### src/rtl/rtc_bus_arbiter_if.sv
// Requester handshakes, RTC address/data bus split and chip strobes for rtc_bus_arbiter.
// The master modport is the arbiter side; the slave modport is the requester/RTC side.
interface rtc_bus_arbiter_if;
  localparam int unsigned DW = 8;

  logic          wr_req;
  logic [DW-1:0] wr_addr;
  logic [DW-1:0] wr_data;
  logic          wr_ack;

  logic          rd_req;
  logic [DW-1:0] rd_addr;
  logic          rd_ack;
  logic [DW-1:0] rd_data;

  logic [DW-1:0] bus_din;
  logic [DW-1:0] bus_dout;
  logic          bus_oe;

  logic          CSO;
  logic          ADO;
  logic          WRO;
  logic          RDO;
  logic          busy;

  modport master (
    input  wr_req, wr_addr, wr_data, rd_req, rd_addr, bus_din,
    output wr_ack, rd_ack, rd_data, bus_dout, bus_oe, CSO, ADO, WRO, RDO, busy
  );

  modport slave (
    output wr_req, wr_addr, wr_data, rd_req, rd_addr, bus_din,
    input  wr_ack, rd_ack, rd_data, bus_dout, bus_oe, CSO, ADO, WRO, RDO, busy
  );
endinterface

### src/rtl/rtc_bus_arbiter.sv
// Round-robin arbiter between a config writer and a refresh reader sharing one RTC bus.
// Each transaction runs ADDR/A2D/DATA/RECOV phases of T_PHASE cycles, then a one-cycle DONE ack.
module rtc_bus_arbiter #(
  parameter int unsigned T_PHASE = 10
) (
  input  logic              clk,
  input  logic              reset,
  rtc_bus_arbiter_if.master bus
);
  localparam int unsigned DW = 8;
  localparam int unsigned CW = 8;
  localparam logic [CW-1:0] CNT_LAST = CW'(T_PHASE - 1);

  localparam logic [2:0] IDLE  = 3'd0;
  localparam logic [2:0] ADDR  = 3'd1;
  localparam logic [2:0] A2D   = 3'd2;
  localparam logic [2:0] DATA  = 3'd3;
  localparam logic [2:0] RECOV = 3'd4;
  localparam logic [2:0] DONE  = 3'd5;

  logic [2:0]    state, state_nxt;
  logic [CW-1:0] cnt, cnt_nxt;
  logic          phase_end;
  logic          grant_wr;

  // Latched transaction, captured at grant
  logic          lat_wr, lat_wr_nxt;
  logic [DW-1:0] lat_addr, lat_addr_nxt;
  logic [DW-1:0] lat_data, lat_data_nxt;
  logic          last_wr, last_wr_nxt;

  // Output registers and their next values
  logic          cso_q, ado_q, wro_q, rdo_q, oe_q, busy_q, wr_ack_q, rd_ack_q;
  logic          cso_nxt, ado_nxt, wro_nxt, rdo_nxt, oe_nxt, busy_nxt, wr_ack_nxt, rd_ack_nxt;
  logic [DW-1:0] dout_q, dout_nxt;
  logic [DW-1:0] rd_data_q, rd_data_nxt;

  // State register, latched request and registered outputs
  always_ff @(posedge clk) begin
    if (!reset) begin
      state     <= IDLE;
      cnt       <= '0;
      lat_wr    <= 1'b0;
      lat_addr  <= '0;
      lat_data  <= '0;
      last_wr   <= 1'b0;
      cso_q     <= 1'b1;
      ado_q     <= 1'b1;
      wro_q     <= 1'b1;
      rdo_q     <= 1'b1;
      oe_q      <= 1'b0;
      busy_q    <= 1'b0;
      wr_ack_q  <= 1'b0;
      rd_ack_q  <= 1'b0;
      dout_q    <= '0;
      rd_data_q <= '0;
    end else begin
      state     <= state_nxt;
      cnt       <= cnt_nxt;
      lat_wr    <= lat_wr_nxt;
      lat_addr  <= lat_addr_nxt;
      lat_data  <= lat_data_nxt;
      last_wr   <= last_wr_nxt;
      cso_q     <= cso_nxt;
      ado_q     <= ado_nxt;
      wro_q     <= wro_nxt;
      rdo_q     <= rdo_nxt;
      oe_q      <= oe_nxt;
      busy_q    <= busy_nxt;
      wr_ack_q  <= wr_ack_nxt;
      rd_ack_q  <= rd_ack_nxt;
      dout_q    <= dout_nxt;
      rd_data_q <= rd_data_nxt;
    end
  end

  // Next state, arbitration, and outputs decoded from the state being entered
  always_comb begin
    state_nxt    = state;
    cnt_nxt      = cnt;
    lat_wr_nxt   = lat_wr;
    lat_addr_nxt = lat_addr;
    lat_data_nxt = lat_data;
    last_wr_nxt  = last_wr;
    rd_data_nxt  = rd_data_q;
    grant_wr     = 1'b0;
    phase_end    = (cnt == CNT_LAST);

    unique case (state)
      IDLE: begin
        if (bus.wr_req || bus.rd_req) begin
          // On a tie the side not granted last wins
          grant_wr     = bus.wr_req && (!bus.rd_req || !last_wr);
          lat_wr_nxt   = grant_wr;
          lat_addr_nxt = grant_wr ? bus.wr_addr : bus.rd_addr;
          lat_data_nxt = grant_wr ? bus.wr_data : '0;
          last_wr_nxt  = grant_wr;
          state_nxt    = ADDR;
          cnt_nxt      = '0;
        end
      end
      ADDR, A2D, DATA, RECOV: begin
        if (phase_end) begin
          cnt_nxt = '0;
          unique case (state)
            ADDR:    state_nxt = A2D;
            A2D:     state_nxt = DATA;
            DATA:    state_nxt = RECOV;
            default: state_nxt = DONE;
          endcase
          if (state == DATA && !lat_wr) begin
            rd_data_nxt = bus.bus_din;
          end
        end else begin
          cnt_nxt = cnt + CW'(1);
        end
      end
      DONE:    state_nxt = IDLE;
      default: state_nxt = IDLE;
    endcase

    cso_nxt    = 1'b1;
    ado_nxt    = 1'b1;
    wro_nxt    = 1'b1;
    rdo_nxt    = 1'b1;
    oe_nxt     = 1'b0;
    busy_nxt   = 1'b0;
    wr_ack_nxt = 1'b0;
    rd_ack_nxt = 1'b0;
    dout_nxt   = '0;

    unique case (state_nxt)
      ADDR: begin
        cso_nxt  = 1'b0;
        ado_nxt  = 1'b0;
        wro_nxt  = 1'b0;
        oe_nxt   = 1'b1;
        busy_nxt = 1'b1;
        dout_nxt = lat_addr_nxt;
      end
      A2D: begin
        oe_nxt   = 1'b1;
        busy_nxt = 1'b1;
        dout_nxt = lat_addr_nxt;
      end
      DATA: begin
        cso_nxt  = 1'b0;
        busy_nxt = 1'b1;
        if (lat_wr_nxt) begin
          wro_nxt  = 1'b0;
          oe_nxt   = 1'b1;
          dout_nxt = lat_data_nxt;
        end else begin
          rdo_nxt  = 1'b0;
        end
      end
      RECOV: busy_nxt = 1'b1;
      DONE: begin
        busy_nxt   = 1'b1;
        wr_ack_nxt = lat_wr_nxt;
        rd_ack_nxt = !lat_wr_nxt;
      end
      default: begin
      end
    endcase
  end

  assign bus.CSO      = cso_q;
  assign bus.ADO      = ado_q;
  assign bus.WRO      = wro_q;
  assign bus.RDO      = rdo_q;
  assign bus.bus_oe   = oe_q;
  assign bus.bus_dout = dout_q;
  assign bus.busy     = busy_q;
  assign bus.wr_ack   = wr_ack_q;
  assign bus.rd_ack   = rd_ack_q;
  assign bus.rd_data  = rd_data_q;
endmodule

### src/flat_wrapper.sv
// flat-port wrapper written by rule: the top's interface ports become plain ports
module rtc_bus_arbiter_flat 
#(
  parameter int unsigned T_PHASE = 10
)
  (clk, reset, bus_wr_req, bus_wr_addr, bus_wr_data, bus_rd_req, bus_rd_addr, bus_bus_din, bus_wr_ack, bus_rd_ack, bus_rd_data, bus_bus_dout, bus_bus_oe, bus_CSO, bus_ADO, bus_WRO, bus_RDO, bus_busy);
  rtc_bus_arbiter_if bus_i ();
  input  logic clk;
  input  logic reset;
  input wire logic [$bits(bus_i.wr_req)-1:0] bus_wr_req;
  input wire logic [$bits(bus_i.wr_addr)-1:0] bus_wr_addr;
  input wire logic [$bits(bus_i.wr_data)-1:0] bus_wr_data;
  input wire logic [$bits(bus_i.rd_req)-1:0] bus_rd_req;
  input wire logic [$bits(bus_i.rd_addr)-1:0] bus_rd_addr;
  input wire logic [$bits(bus_i.bus_din)-1:0] bus_bus_din;
  output wire logic [$bits(bus_i.wr_ack)-1:0] bus_wr_ack;
  output wire logic [$bits(bus_i.rd_ack)-1:0] bus_rd_ack;
  output wire logic [$bits(bus_i.rd_data)-1:0] bus_rd_data;
  output wire logic [$bits(bus_i.bus_dout)-1:0] bus_bus_dout;
  output wire logic [$bits(bus_i.bus_oe)-1:0] bus_bus_oe;
  output wire logic [$bits(bus_i.CSO)-1:0] bus_CSO;
  output wire logic [$bits(bus_i.ADO)-1:0] bus_ADO;
  output wire logic [$bits(bus_i.WRO)-1:0] bus_WRO;
  output wire logic [$bits(bus_i.RDO)-1:0] bus_RDO;
  output wire logic [$bits(bus_i.busy)-1:0] bus_busy;
  assign bus_i.wr_req = bus_wr_req;
  assign bus_i.wr_addr = bus_wr_addr;
  assign bus_i.wr_data = bus_wr_data;
  assign bus_i.rd_req = bus_rd_req;
  assign bus_i.rd_addr = bus_rd_addr;
  assign bus_i.bus_din = bus_bus_din;
  assign bus_wr_ack = bus_i.wr_ack;
  assign bus_rd_ack = bus_i.rd_ack;
  assign bus_rd_data = bus_i.rd_data;
  assign bus_bus_dout = bus_i.bus_dout;
  assign bus_bus_oe = bus_i.bus_oe;
  assign bus_CSO = bus_i.CSO;
  assign bus_ADO = bus_i.ADO;
  assign bus_WRO = bus_i.WRO;
  assign bus_RDO = bus_i.RDO;
  assign bus_busy = bus_i.busy;
  rtc_bus_arbiter #(.T_PHASE(T_PHASE)) u_core (.clk(clk), .reset(reset), .bus(bus_i));
endmodule
### config.mk
export PLATFORM = sky130hd
export DESIGN_NAME = rtc_bus_arbiter_flat
export DESIGN_NICKNAME = d
export VERILOG_FILES = /design/src/rtl/rtc_bus_arbiter_if.sv /design/src/rtl/rtc_bus_arbiter.sv /design/src/flat_wrapper.sv
export SDC_FILE = /design/constraint.sdc
export NUM_CORES = 1
export LEC_CHECK = 0
export ABC_AREA = 1
export BUFFER_PORTS_ARGS = -buffer_cell sky130_fd_sc_hd__buf_2
export CAP_MARGIN = 25
export CORE_MARGIN = 10
export CORE_UTILIZATION = 45
export DETAILED_ROUTE_END_ITERATION = 7
export PLACE_DENSITY = 0.7
export SLEW_MARGIN = 25
export SYNTH_ARGS = -nofsm -noshare
export SYNTH_HDL_FRONTEND = slang
export SYNTH_SLANG_ARGS = --single-unit
### constraint.sdc
create_clock -name clk -period 2.4 [get_ports clk]
set_clock_uncertainty 0.2 [all_clocks]
set_input_delay 0.12 -clock clk [delete_from_list [all_inputs] [get_ports clk]]
set_output_delay 0.12 -clock clk [all_outputs]
set_load 0.005 [all_outputs]
Word level (Yosys, flattened, before mapping)
Index checks and enable logic that the tools add are counted.
W data, S select, Z words.
{"block": "op_classes", "n_reduce_logical": 19, "n_mux": 24, "addsub": 1, "n_eq_ne": 11}
{"operator": "$mux W8", "n": 9}
{"operator": "$pmux W8 S2", "n": 2}
{"operator": "$eq A3 B2 Y1 const B", "n": 4}
{"operator": "$eq A3 B3 Y1 const B", "n": 3}
{"operator": "$pmux W3 S3", "n": 1}
{"operator": "$add A8 B1 Y8 const B", "n": 1}
{"operator": "$eq A8 B4 Y1 const B", "n": 1}
{"operator": "$reduce_and A2 Y1", "n": 4}
{"operator": "$mux W1", "n": 7}
{"operator": "$eq A3 B1 Y1 const B", "n": 2}
{"operator": "$mux W3", "n": 2}
{"operator": "$pmux W3 S2", "n": 1}
{"operator": "$reduce_or A5 Y1", "n": 1}
{"operator": "$logic_not A1 Y1", "n": 4}
{"operator": "$pmux W1 S2", "n": 2}
{"operator": "$reduce_or A2 Y1", "n": 2}
{"operator": "$reduce_or A4 Y1", "n": 1}
{"operator": "$logic_not A3 Y1", "n": 1}
{"operator": "$reduce_and A3 Y1", "n": 1}
{"operator": "$logic_and A1 B1 Y1", "n": 2}
{"operator": "$logic_or A1 B1 Y1", "n": 2}
{"operator": "$ne A2 B1 Y1 const B", "n": 1}
{"operator": "$reduce_bool A2 Y1", "n": 1}
{"block": "word_totals", "reg_bits": 53, "elab_cells": 71, "inputBits": 36}

Logic depth before layout (Yosys ltp)
Gate-level depths: netlist of the first run.
{"block": "logic_depth", "ltp_word": 8, "depth_mapped": 11}

Least setup slack after synthesis of the first run
Ideal clock, no wire load.
{"block": "synth_path", "path_type": "reg2reg", "from": "register u_core.cnt[0]", "to": "register u_core.rd_data_q[5] (netlist: u_core.bus.rd_data[5])", "setup_time_ns": 0.116, "stages_incl_launch_ff": 11, "arrival_time_ns": 1.436, "n_path_buf": 0, "setup_slack_ns": 0.648, "required_time_ns": 2.084, "synth_period_minus_slack_ns": 1.752, "cell_sequence": "dfxtp_1 ha_1 nand3_1 nor2_2 nand2_1 nor2_2 inv_2 nor2_4 inv_2 nor2_1 nor2_1"}
{"block": "synth_between", "elab_chain_cells": 2}
{"item": "from (decl)", "line_no": "rtc_bus_arbiter.sv:22", "source": "logic [CW-1:0] cnt, cnt_nxt;"}
{"item": "from (signal assigned)", "line_no": "rtc_bus_arbiter.sv:59", "source": "cnt <= cnt_nxt;"}
{"item": "$eq A8 B4 Y1", "line_no": "rtc_bus_arbiter.sv:87", "source": "phase_end = (cnt == CNT_LAST);"}
{"item": "$reduce_and A3 Y1 (no source line)"}
{"item": "to (signal assigned)", "line_no": "rtc_bus_arbiter.sv:73", "source": "rd_data_q <= rd_data_nxt;"}
{"item": "to (decl)", "line_no": "rtc_bus_arbiter.sv:36", "source": "logic [DW-1:0] rd_data_q, rd_data_nxt;"}
No other way between the ends.
A chain may end at the register's enable or synchronous reset.

Worst setup path in the final report of the first run
{"block": "layout_path", "from": "register u_core.cnt[0]", "to": "register u_core.rd_data_q[1] (netlist: u_core.bus.rd_data[1])"}
Same word-level chain as after synthesis.

==> results of run 1 <==
-- worst register-to-register path, delay by kind of cell (launching register included) --
kind | cells | cell delay [ps]
adders and majority gates | 1 | 160
buffers and inverters | 2 | 180
DFF | 1 | 400
and+or+nand+nor | 7 | 910
-- metrics by stage --
stage / area [µm²] / hold slack [ps] / power [mW]
after floorplan: 2293 / 54.90 / 1.159
after global placement: 2641 / 142.8 / 1.245
after detailed placement: 2641 / 152.3 / 1.248
after CTS: 2972 / 3.924 / 1.894
after global routing: 2972 / 26.34 / 1.976
final: 2972 / 9.124 / 1.879
-- layout by cell type (no fill, tap or decap), types with 6 or more instances in the layout --
| master | n |
|---|---|
| a21oi_1 | 16 |
| a22o_1 | 8 |
| buf_2 | 59 |
| clkbuf_8 | 6 |
| dfxtp_1 | 53 |
| dlygate4sd3_1 | 21 |
| inv_1 | 29 |
| inv_2 | 8 |
| nand2_1 | 50 |
| nand3_1 | 15 |
| nor2_1 | 45 |
| o21ai_0 | 12 |
| o21ai_1 | 10 |
| or2_2 | 9 |
-- sequential cells by signal, summed over array words and instances (netlist names) --
signal and flops:
u_core.bus.bus_dout 8, u_core.bus.rd_data 8, u_core.cnt 8, u_core.lat_addr 8
u_core.lat_data 8, u_core.state 3, u_core.bus.ADO 1, u_core.bus.CSO 1
u_core.bus.RDO 1, u_core.bus.WRO 1, u_core.bus.bus_oe 1, u_core.bus.busy 1
u_core.bus.rd_ack 1, u_core.bus.wr_ack 1, u_core.last_wr 1, u_core.lat_wr 1
-- area by class of cell --
cell class	instances	area share
clock buffer	6	0.02779
sequential	53	0.3571
tap	67	0.02821
inverter	37	0.04674
multi-input combinational	198	0.3549
clock inverter	2	0.01263
timing repair buffer	81	0.1726
-- worst paths after layout --
path                           endpoint            from  slack [ps]  cells past startpoint
setup / recovery  u_core.bus.rd_data[1]   u_core.cnt[0]         430                     10
hold / removal       u_core.lat_addr[6]  bus_rd_addr[6]           9                      5
setup reg to reg  u_core.bus.rd_data[1]   u_core.cnt[0]         430                     10
hold reg to reg           u_core.cnt[7]   u_core.cnt[7]         290                      2
-- synth_stat cells (2+ instances only) --
master / n / area share
a21oi_1: 16 / 0.035
a22o_1: 8 / 0.031
clkbuf_1: 4 / 0.0065
dfxtp_1: 53 / 0.46
ha_1: 2 / 0.011
inv_1: 29 / 0.047
inv_2: 8 / 0.013
nand2_1: 50 / 0.082
nand2_2: 2 / 0.0055
nand2_4: 5 / 0.025
nand3_1: 15 / 0.033
nand3_2: 2 / 0.0087
nor2_1: 45 / 0.074
nor2_2: 3 / 0.0082
nor2_4: 5 / 0.025
nor2_8: 2 / 0.017
nor3_1: 5 / 0.011
o21ai_0: 12 / 0.026
o21ai_1: 10 / 0.022
or2_2: 9 / 0.025
-- report_power, final --
part | switching (mW) | leakage, nW | internal, mW
Clock | 0.287 | 0.0574 | 0.339
Sequential | 0.0183 | 0.434 | 0.929
Combinational | 0.173 | 0.938 | 0.134
-- routing by layer --
layer	GRT usage	vias to the layer above	routed length (µm)
li1	-	1103	-
met1	0.1503	908	2491
met2	0.2293	56	2639
met3	0.04280	12	329
met4	0.05352	0	114
met5	0	-	0
-- logic make-up (layout without fill, tap and decap cells) --
logic type,count (synthesis),count (layout),share of synthesized area
simple gates,146,146,0.3213
fa+ha+maj,2,2,0.01091
buf+inv,44,126,0.07746
compound gates,50,50,0.1277
flops,53,53,0.4626
==> reports/metrics.yaml, run 1 <==
route:
  drt-pass1-iter-count: 4
  wire_per_inst_um: 12.56
  drc: 0
  via_per_inst: 4.682
  postRouteAntennaNets: 0
  drtIter0Drc: 96
  wirelength_mm: 5.575
  dr_total_vias: 2079
timing:
  clock.fmax_mhz: 506.8
  finalSetupViolations: 0
  rsz0062_at_grt: "false"
  period_needed_ps: 1973
  period_share: 0.8221
  max-slew-margin-rel: 0.6280
  worstMarginPinSlew_ps: 557.4
  layout_setup_ws_ps: 426.9
  drv_slew: 0
  hold_viol: 0
  tns_ps: 0
cells_and_area:
  drive_gt1_frac: 0.2812
  nNetsFinal: 414
  antennaDiodeCount: 0
  syn_to_final_growth_pct: 29.57
  fin_cells: 444
  fillerInstances: 459
  seq_area_um2: 1061
  multi_input_area_um2: 1055
  post-route-util: 0.6169
place:
  portBuffers: 59
  place_hpwl_mm: 4.076
  place_worst_setup_slack_ps: 442.2
  gp_congestion: 0.7945
  dp_cells: 415
synthesis:
  synth_edf_count: 0
  syn-num-nets: 333
  ys.flop_type: "dfxtp_1"
  ys_seq_area_frac: 0.4626
  synth_area_um2: 2293
  avgSynthCellArea_um2: 7.774
  synth_seq_cells: 53
  yosysUniqueCellTypes: 30
  async_flop_share: 0
  yosys_warnings: 0
  syn_inst: 295
clock_network:
  worst_skew_pair.late_latency_ps: 310
  cts_setup_buffers: 0
  cts-root-buf: "clkbuf_8"
  cts_resized: 0
  clock_path_buffers: 2
  cts_hold_buf: 21
  cts.sinks: 53
  clkTransAtPathRegs_ps: 90
  cts_tree: "built"
  cts_buffers: 5
  htreeDepth: 2
critical_path:
  crit_slowest_cell: "dfxtp_1"
  endpoint_kind: "flip-flop"
  cp_slowest_stage_delay_ps: 400
  start_kind: "flip-flop"
  cp.required_ps: 2410
  critPathMaxFanout: 9
  cp.buffers_inverters: 2
  cp_cell_sequence: "ha_1 -> nand3_1 -> nor2_2 -> nand2_1 -> nor2_2 -> inv_2 -> nor2_4 -> inv_2 -> nor2_1 -> nor2_1"
  crit_type: "reg2reg"
  critPathArrivalTime_ps: 1980
  critical_path.top_delay_family: "simple AND/OR/NAND/NOR gates"
min_path:
  hp-class: "in2reg"
floorplanning:
  start_util: 0.4761
  dieArea_um2: 8352
  io_pins: 60
  num_rows: 25
  die_x_um: 91.39
  die_y_um: 91.39
  core_area_um2: 4817
global_route:
  grt_pass1_vias: 2060
  grt_overflow: 0
  grt_max_degree: 21
  track_usage: 0.1340
  grt_pass1_wl_mm: 9.453
  antenna_found_initial: 0
flow_run:
  max_cap_viol_count: 0
status:
  status: "finished, final reports clean"
power_and_ir_drop:
  p_leak_nw: 1.429
  ir_drop_uv: 406.3
  p_per_area_nw_per_um2: 632.4
Note: power is estimated with default switching activity, not from simulation.
==> run 2, diff against run 1 <==
--- a/config.mk
+++ b/config.mk
@@ -5,13 +5,13 @@
 export SDC_FILE = /design/constraint.sdc
 export NUM_CORES = 1
 export LEC_CHECK = 0
-export ABC_AREA = 1
+export ABC_AREA = 0
 export BUFFER_PORTS_ARGS = -buffer_cell sky130_fd_sc_hd__buf_2
 export CAP_MARGIN = 25
 export CORE_MARGIN = 10
 export CORE_UTILIZATION = 45
 export DETAILED_ROUTE_END_ITERATION = 7
-export PLACE_DENSITY = 0.7
+export PLACE_DENSITY = 0.73
 export SLEW_MARGIN = 25
 export SYNTH_ARGS = -nofsm -noshare
 export SYNTH_HDL_FRONTEND = slang
==> constraint.sdc (replaced) <==
create_clock -name clk -period 1.77 [get_ports clk]
set_clock_uncertainty 0.2 [all_clocks]
set_input_delay 0.0885 -clock clk [delete_from_list [all_inputs] [get_ports clk]]
set_output_delay 0.0885 -clock clk [all_outputs]
set_load 0.005 [all_outputs]
==> run 2 against run 1 <==
The run now ends with negative hold slack, negative setup slack left. Sequential power is 34% higher. Largest cell class is now multi-input combinational cells. Register-to-register slack got worse by 600 ps. Setup slack worse by 600 ps. Power up 30%. Clock-buffer cell count unchanged. Area after synthesis is 2.4% lower. Via count down 1.8%. Cell area up 11%. Largest power group unchanged.
==> reports/metrics.yaml, run 2 <==
synthesis:
  avgSynthCellArea_um2: 9.775  # was 7.774 µm²
  synth_top_area_share: 0.4740  # was 0.4626
  syn-num-nets: 267  # was 333
  ys_seq_area_frac: 0.4740  # was 0.4626
  yosysUniqueCellTypes: 42  # was 30
  yosys.area.top_type: "dfxtp_1"  # unchanged
  synth_area_leaders: "dfxtp_1 47%, mux2i_1 7.2%, a22o_1 6.3%"  # was dfxtp_1 46%, nand2_1 8.2%, nor2_1 7.4%
  ys.flop_type: "dfxtp_1"  # unchanged
  synth_edf_count: 0  # unchanged
  synth_seq_cells: 53  # unchanged
  ys_top_cells_by_count: "53 x dfxtp_1, 26 x nor2_1, 18 x and2_1"  # was 53 x dfxtp_1, 50 x nand2_1, 45 x nor2_1
  async_flop_share: 0  # unchanged
  synth_area_um2: 2238  # was 2293 µm²
  yosysMostFrequentCell: "dfxtp_1"  # unchanged
  syn_inst: 229  # was 295
  yosys_warnings: 0  # unchanged
cells_and_area:
  drive_gt1_frac: 0.4095  # was 0.2812
  fillerInstances: 359  # was 459
  final_cell_mix: "59 x buf_2, 51 x dfxtp_1, 36 x buf_4, 20 x nor2_1, 18 x and2_1"  # was 59 x buf_2, 53 x dfxtp_1, 50 x nand2_1, 45 x nor2_1, 29 x inv_1
  nNetsFinal: 375  # was 414
  syn_to_final_growth_pct: 46.79  # was 29.57%
  final_common_cell: "buf_2"  # unchanged
  seq_area_um2: 1066  # was 1061 µm²
  antennaDiodeCount: 0  # unchanged
  final_cell_area_um2: 3286  # was 2972 µm²
  multi_input_area_um2: 1232  # was 1055 µm²
  post-route-util: 0.6865  # was 0.6169
route:
  via_per_inst: 5.052  # was 4.682
  wirelength_mm: 6.097  # was 5.575 mm
  drc: 0  # unchanged
  postRouteAntennaNets: 0  # unchanged
  wire_per_inst_um: 15.09  # was 12.56 µm
  drtIter0Drc: 79  # was 96
  drt-pass1-iter-count: 4  # unchanged
  dr_total_vias: 2041  # was 2,079
floorplanning:
  num_rows: 25  # unchanged
  die_y_um: 90.53  # was 91.39 µm
  io_pins: 60  # unchanged
  core_area_um2: 4786  # was 4817 µm²
  die_x_um: 90.53  # was 91.39 µm
  start_util: 0.4677  # was 0.4761
  dieArea_um2: 8196  # was 8352 µm²
power_and_ir_drop:
  ir_drop_uv: 432.8  # was 406.3 µV
  p_per_area_nw_per_um2: 741.0  # was 632.4 nW/µm²
  power_mw: 2.435  # was 1.879 mW
  p_leak_nw: 1.485  # was 1.429 nW
global_route:
  grt_overflow: 0  # unchanged
  grt_max_degree: 19  # was 21
  antenna_found_initial: 0  # unchanged
  track_usage: 0.1446  # was 0.1340
  grt_pass1_vias: 2145  # was 2,060
  grt_pass1_wl_mm: 9.963  # was 9.453 mm
place:
  gp_congestion: 0.8015  # was 0.7945
  portBuffers: 59  # unchanged
  place_hpwl_mm: 4.251  # was 4.076 mm
  place_worst_setup_slack_ps: -159.8  # was 442.2 ps
  place_area_um2: 2867  # was 2641 µm²
timing:
  drv_slew: 0  # unchanged
  finalSetupViolations: 18  # was 0
  layout_setup_ws_ps: -171.0  # was 426.9 ps
  max-slew-margin-rel: 0.7311  # was 0.6280
  fin_hold_ws_ps: -1.242  # was 9.124 ps
  period_share: 1.097  # was 0.8221
  worstMarginPinSlew_ps: 402.3  # was 557.4 ps
  rsz0062_at_grt: "true"  # was false
  hold_viol: 1  # was 0
  clock.fmax_mhz: 515.2  # was 506.8 MHz
  period_needed_ps: 1941  # was 1973 ps
flow_run:
  max_cap_viol_count: 0  # unchanged
status:
  violations: "negative hold slack, negative setup slack"
  status: "finished with violations"  # was finished, final reports clean
clock_network:
  clock_path_buffers: 2  # unchanged
  cts_tree: "built"  # unchanged
  cts.sinks: 53  # unchanged
  clkTransAtPathRegs_ps: 90  # about the same
  htreeDepth: 2  # unchanged
  cts-root-buf: "clkbuf_8"  # unchanged
  cts_buffers: 5  # unchanged
  worst_skew_pair.late_latency_ps: 310  # about the same
critical_path:
  cp.required_ps: 1770  # was 2410 ps
  critPathMaxFanout: 4  # was 9
  crit_start: "u_core.cnt[1]"  # was u_core.cnt[0]
  endpoint_kind: "flip-flop"  # unchanged
  worstSetupEndpoint: "u_core.bus.ADO"  # was u_core.bus.rd_data[1]
  critPathArrivalTime_ps: 1940  # was 1980 ps
  regToRegStartpoint: "u_core.cnt[1]"  # was u_core.cnt[0]
  rrSetupSlack_ps: -170  # was 430 ps
  start_kind: "flip-flop"  # unchanged
  rr_endpoint: "u_core.bus.ADO"  # was u_core.bus.rd_data[1]
  crit_type: "reg2reg"  # unchanged
  reg2reg_depth: 6  # was 10
min_path:
  hp-class: "in2reg"  # unchanged
==> run 2: cell types whose count changed in the layout (fill, tap and decap cells not counted), moves of 7 or more <==
cell / change
nand2_1: -48
buf_4: +35
nor2_1: -25
inv_1: -23
and2_1: +18
mux2i_1: +16
a21oi_1: -13
nand3_1: -12
a22o_1: +8
or2_2: -8
xnor2_1: +8
inv_2: -7
==> run 2: worst max-delay path: stages (launching register included) <==
cell	delay, ps
dfxtp_2	340
inv_2	50
ha_4	120
or4b_4	500
o32ai_4	220
o2111ai_2	160
or2_1	240
==> run 2: how the worst min path moves through the flow <==
stage	slack, ps	startpoint	cells past startpoint	to
5_1_grt	20	reset	2	u_core.lat_addr[2]
4_1_cts	-30	reset	2	u_core.bus.CSO
3_5_place_dp	130	bus_bus_din[7]	3	u_core.bus.rd_data[7]
2_1_floorplan	30	bus_bus_din[0]	2	u_core.bus.rd_data[0]
3_3_place_gp	120	bus_bus_din[1]	3	u_core.bus.rd_data[1]
6_report	-1	bus_rd_addr[1]	4	u_core.bus.bus_dout[1]
==> run 2: area by class of cell <==
type / instances / area share
flip-flops and latches: 53 / 0.3244
inverters: 7 / 0.007997
repair buffers: 115 / 0.2369
well taps: 67 / 0.02551
clock buffers: 6 / 0.02856
clock inverters: 1 / 0.001523
multi-input cells: 155 / 0.3751
==> run 2: layer usage <==
layer	part of all wire	GRT usage	vias up
li1	-	-	1029
met1	0.46	0.1673	971
met2	0.50	0.2536	32
met3	0.028	0.03076	9
met4	0.016	0.05305	0
met5	0	0	-
==> run 2: what timing repair did <==
action	CTS	global route
resized for setup	11	27
cloned	0	0
pin swaps	8	12
setup endpoints to repair	31	45
hold endpoints to repair	30	1
buffers inserted	1	2
hold buffers	16	1
==> run 2: cells by family (layout without fill, tap and decap cells) <==
family | count (synthesis) | count (layout) | share of synthesized area
AND/OR/NAND/NOR | 72 | 72 | 0.1772
AO/OA/AOI/OAI | 56 | 56 | 0.1923
adder cells (fa/ha/maj) | 2 | 2 | 0.01118
XOR/XNOR | 9 | 9 | 0.03522
flip-flops | 53 | 53 | 0.4740
buffers and inverters | 21 | 129 | 0.03857
multiplexers | 16 | 16 | 0.07155
==> run 2: where the power goes <==
part | internal, mW | switching (mW) | total, mW
clock | 0.355 | 0.385 | 0.740
sequential | 1.25 | 0.0218 | 1.27
combinational | 0.222 | 0.200 | 0.422
total | 1.83 | 0.606 | 2.43
==> run 2: stage by stage <==
step | TNS (ps) | hold slack, ps | std cells
5_1_grt | -4547 | 15.25 | 404
4_1_cts | -1677 | -26.92 | 401
2_1_floorplan | -602.4 | 32.44 | 229
3_5_place_dp | -2639 | 127.8 | 377
3_3_place_gp | -2949 | 119.6 | 377
6_report | -2231 | -1.242 | 404
